`src/rtl/multi_rate_clock_divider.sv`:
```
`default_nettype none
// ============================================================================
//  Module      : multi_rate_clock_divider
//  Description : Runtime-selectable clock divider. Produces a registered 50%
//                duty clkout whose half-period is one of four parameterised
//                values chosen by mode. Mode changes take effect only at a
//                period start, so no phase is ever shortened or stretched.
//                Optional feature macro: CLKDIV_TICK_EN builds the registered
//                one-cycle tick pulse on each clkout rise. Without it, tick is
//                tied low.
//  Revision    : 1.0 - initial release
// ============================================================================
module multi_rate_clock_divider #(
    parameter int          CNT_W  = 26,
    parameter int unsigned HALF_0 = 10000,
    parameter int unsigned HALF_1 = 25000000,
    parameter int unsigned HALF_2 = 50000000,
    parameter int unsigned HALF_3 = 500000
) (
    input  logic       clkin,
    input  logic       rstn,
    input  logic       en,
    input  logic [1:0] mode,
    output logic       clkout,
    output logic       tick,
    output logic [1:0] mode_act
);

    // A half-period of zero cannot be counted, so it behaves as one cycle.
    localparam logic [CNT_W-1:0] HALF_0_EFF = (HALF_0 == 0) ? CNT_W'(1) : CNT_W'(HALF_0);
    localparam logic [CNT_W-1:0] HALF_1_EFF = (HALF_1 == 0) ? CNT_W'(1) : CNT_W'(HALF_1);
    localparam logic [CNT_W-1:0] HALF_2_EFF = (HALF_2 == 0) ? CNT_W'(1) : CNT_W'(HALF_2);
    localparam logic [CNT_W-1:0] HALF_3_EFF = (HALF_3 == 0) ? CNT_W'(1) : CNT_W'(HALF_3);

    logic [CNT_W-1:0] cnt;
    logic             period_start;
    logic [1:0]       sel_mode;
    logic [CNT_W-1:0] half;
    logic [CNT_W-1:0] half_m1;
    logic             terminal;

    // Pick the governing half-period: the requested mode only at a period
    // start, otherwise the mode latched at the last period start.
    always_comb begin
        period_start = (cnt == '0) && !clkout;
        sel_mode     = period_start ? mode : mode_act;
        half         = HALF_0_EFF;
        case (sel_mode)
            2'd0:    half = HALF_0_EFF;
            2'd1:    half = HALF_1_EFF;
            2'd2:    half = HALF_2_EFF;
            default: half = HALF_3_EFF;
        endcase
        half_m1  = half - CNT_W'(1);
        terminal = (cnt == half_m1);
    end

    // Phase counter, output clock and active-mode register; all frozen when en=0.
    always_ff @(posedge clkin or negedge rstn) begin
        if (!rstn) begin
            cnt      <= '0;
            clkout   <= 1'b0;
            mode_act <= 2'd0;
        end else if (en) begin
            if (period_start) begin
                mode_act <= mode;
            end
            if (terminal) begin
                cnt    <= '0;
                clkout <= ~clkout;
            end else begin
                cnt    <= cnt + CNT_W'(1);
            end
        end
    end

`ifdef CLKDIV_TICK_EN
    // Pulse for the first cycle clkout is high after a low-to-high toggle.
    always_ff @(posedge clkin or negedge rstn) begin
        if (!rstn) begin
            tick <= 1'b0;
        end else begin
            tick <= en && terminal && !clkout;
        end
    end
`else
    // Tick logic not built; the pin stays for footprint compatibility.
    assign tick = 1'b0;
`endif

endmodule
`default_nettype wire

```
`config.mk`:
```
export PLATFORM = sky130hd
export DESIGN_NAME = multi_rate_clock_divider
export DESIGN_NICKNAME = d
export VERILOG_FILES = /design/src/rtl/multi_rate_clock_divider.sv
export SDC_FILE = /design/constraint.sdc
export NUM_CORES = 1
export LEC_CHECK = 0
export CAP_MARGIN = 20
export CELL_PAD_IN_SITES_DETAIL_PLACEMENT = 2
export CELL_PAD_IN_SITES_GLOBAL_PLACEMENT = 2
export CORE_MARGIN = 5
export CORE_UTILIZATION = 39
export CTS_BUF_LIST = sky130_fd_sc_hd__clkbuf_8
export DETAILED_ROUTE_END_ITERATION = 10
export PLACE_DENSITY = 0.91
export RECOVER_POWER = 25
export SETUP_SLACK_MARGIN = 0.05
export SLEW_MARGIN = 20
export SYNTH_ARGS = -nofsm -noshare
export SYNTH_HDL_FRONTEND = slang
export SYNTH_SLANG_ARGS = --single-unit
```
`constraint.sdc`:
```
create_clock -name clkin -period 4.8 [get_ports clkin]
set_clock_uncertainty 0.2 [all_clocks]
set_input_delay 0.96 -clock clkin [delete_from_list [all_inputs] [get_ports clkin]]
set_output_delay 0.96 -clock clkin [all_outputs]
set_load 0.02 [all_outputs]
```
==> impl_results.md <==
- Slew Limit Headroom: 13.4%
- Cell types occupying the most area after synthesis: sky130_fd_sc_hd__dfrtp_1, sky130_fd_sc_hd__xor2_1, sky130_fd_sc_hd__nor2_1
- CTS clk-pin slew, worst paths: 0.06 ns
- Proportion of netlist area held by the largest area contributor: 41.8%
- Total routed wirelength: 5.15 mm
- Worst-margin pin slew: 1.30 ns
- Pin count of the biggest net entering global routing: 24
- Average wire per cell in the routed design: 20.9 um
- Worst min-delay path class: flop to flop
- DP Cell Count: 240
- TritonRoute pass-1 iters: 4
- Die Height: 76.7 um
- Post-synthesis net count: 198
- Antenna-violating nets left: 0
- Total Nets Final: 209
- Max cap viols: 0
- Per-instance average area after synthesis: 9.42 um2
- Worst Path Class, Setup: flop to flop
- Leading area contributor after synthesis: sky130_fd_sc_hd__dfrtp_1
- Number of vias per cell: 5.64
- Share of final-layout standard cells stronger than drive strength 1: 6.67%
- Final clock period utilization by the worst path: 89.7%
- Min cycle time layout: 4.30 ns
- Leak: 0.886 nW
- Quantity of I/O buffers inserted on ports: 7
- Library cell used as clock root buffer: sky130_fd_sc_hd__clkbuf_8
- Utilization after layout: 44.7%
- I/O pin count: 9
- Synth cell types: 32
- Row count: 24
- Horizontal die dimension: 76.7 um
- Fillers: 474
- Leading cell type in the layout, fill and taps excluded: sky130_fd_sc_hd__nor2_1
- Number of register bits inferred by synthesis: 29
- Global-route wire length before repair: 8.87 mm
- Overall via count from detail_route: 1,393
- Proportion of synthesized chip area in sequential cells: 41.8%
- Maximum achievable frequency: 232 MHz
- Sum of net half-perimeters after detailed placement: 3.82 mm
- Status: finished, final reports clean
- Finished Layout Cells: 247
- Gate Count Post-Synth: 184
- Hold Fails Final Rpt: 0
- Total count of max-transition violations in the final report: 0
- Area of the die: 0.00588 mm2
- Number of antenna violations at the first check in global routing: 0
- Most frequent cells in the layout: sky130_fd_sc_hd__nor2_1, sky130_fd_sc_hd__dfrtp_1, sky130_fd_sc_hd__xor2_1
- Placeable core area: 0.00432 mm2
- Ys Warns: 0
- Effective utilization at floorplan: 40.1%
- Synth Flop Type: sky130_fd_sc_hd__dfrtp_1
- Power, Total: 693 uW
- Total setup buffers inserted after CTS: 0
- Critical path fanouts, max: 22
- Area growth from synthesis to layout: 11.5%
- DRC: 0
- Pwr/cell area: 359 mW/mm2
- TritonCTS Sinks: 29
- Area of the mapped netlist: 0.00173 mm2
- GR Util All Layers: 19.1%
- Share of flip-flops with an asynchronous set or reset: 100%
- Placer's final routability congestion estimate: 0.813
- Worst-skew pair later-pin latency: 0.27 ns
- Required arrival time at the worst endpoint: 4.75 ns
- Clock buffer count from CTS: 5
- RSZ-0062 raised after global routing: no
- Remaining Overflow, GRT: 0
- Via count of the first global-routing pass: 1,663
- Arr. time, crit path: 4.26 ns
- Starting DRT DRC Count: 42
- Number of flops mapped to enable cells by yosys: 0
- CTS H-Tree Depth: 2
- Number of diodes added for antenna fixing: 0
- CTS Buffer Depth: 2
- CTS tree: yes
- Capturing element type of the critical path: flop
- Startpoint class of the critical path: flop
- Total negative slack: 0 ns
- Number of failing setup endpoints in the final timing report: 0
- Worst VDD drop: 0.000124 V
==> cell families (layout without fill, tap and decap cells) <==
group           count (synthesis)  after routing  synth area share [%]
buf+inv                        12             23                  4.04
flops                          29             29                  41.8
compound gates                  5              5                  1.66
simple gates                   93             93                  26.8
xor+xnor                       30             30                  15.2
other cells                     1              1                 0.216
fa+ha+maj                       9              9                  6.49
mux                             5              5                  3.82
==> final timing paths <==
path	startpoint	end	slack (ns)	cells after the start
max	cnt[15]	cnt[15]	0.50	13
min	clkout	clkout	0.33	1
max reg2reg	cnt[15]	cnt[15]	0.50	13
min reg2reg	clkout	clkout	0.33	1
max in group asynchronous	rstn	cnt[12]	2.86	2
min in group asynchronous	rstn	mode_act[1]	0.75	1
==> through the flow <==
stage / cell area [um2] / worst slack [ns] / hold slack (ns)
global route: 1930 / 0.132 / 0.346
finish: 1930 / 0.495 / 0.329
global placement: 1840 / 0.852 / 0.297
CTS: 1930 / 0.356 / 0.330
detailed placement: 1840 / 0.307 / 0.322
floorplan: 1730 / 1.22 / 0.298
==> state kept, by name, summed over array words and instances, names as in the netlist <==
name	cells
clkout	1
mode_act	2
cnt	26
==> Yosys cell counts (all sizes together) (2+ instances only) <==
| master | instances |
|---|---|
| a21oi | 2 |
| xnor2 | 11 |
| buf | 5 |
| and3 | 7 |
| dfrtp | 29 |
| mux2i | 5 |
| nor4 | 5 |
| nor2 | 33 |
| nand4 | 13 |
| nor3 | 7 |
| xor2 | 19 |
| inv | 6 |
| nand2 | 12 |
| nand3 | 9 |
| ha | 9 |
==> layer usage <==
metal	vias to the layer above	share of wire, %	GRT usage [%]
li1	644	-	-
met1	704	42	21.8
met2	32	52	34.4
met3	13	3.2	5.04
met4	0	2.7	5.77
met5	-	0	0
==> final cells by class <==
type	count	area (um2)	area share, %
Multi-Input combinational cell	143	947	49.0
Inverter	6	22.5	1.17
Clock buffer	6	82.6	4.27
Sequential cell	29	726	37.5
Clock inverter	1	3.75	0.194
Timing Repair Buffer	10	86.3	4.47
Tap cell	52	65.1	3.37
==> what timing repair did <==
action | 4_1_cts | 5_1_grt
endpoints found under the setup margin | 0 | 22
resized for setup | 0 | 1
hold buffers | 0 | 0
==> where the power goes <==
group,switching (mW),total (mW),internal [mW]
clock network,0.0893,0.201,0.111
logic,0.0925,0.167,0.0746
registers,0.0501,0.326,0.276
==> worst max-delay path: stages (launching register included) <==
cell	delay, ns
sky130_fd_sc_hd__dfrtp_1	0.46
sky130_fd_sc_hd__nor3_1	0.43
sky130_fd_sc_hd__nand4_1	0.18
sky130_fd_sc_hd__nor2_2	0.26
sky130_fd_sc_hd__mux2i_4	0.44
sky130_fd_sc_hd__inv_1	0.16
sky130_fd_sc_hd__ha_1	0.24
sky130_fd_sc_hd__nor2_1	0.20
sky130_fd_sc_hd__mux2i_1	0.11
sky130_fd_sc_hd__nor4_1	0.56
sky130_fd_sc_hd__nand4_1	0.25
sky130_fd_sc_hd__mux2i_4	0.27
sky130_fd_sc_hd__buf_4	0.31
sky130_fd_sc_hd__nor2_1	0.10
Power figures use the tool's default switching activity.
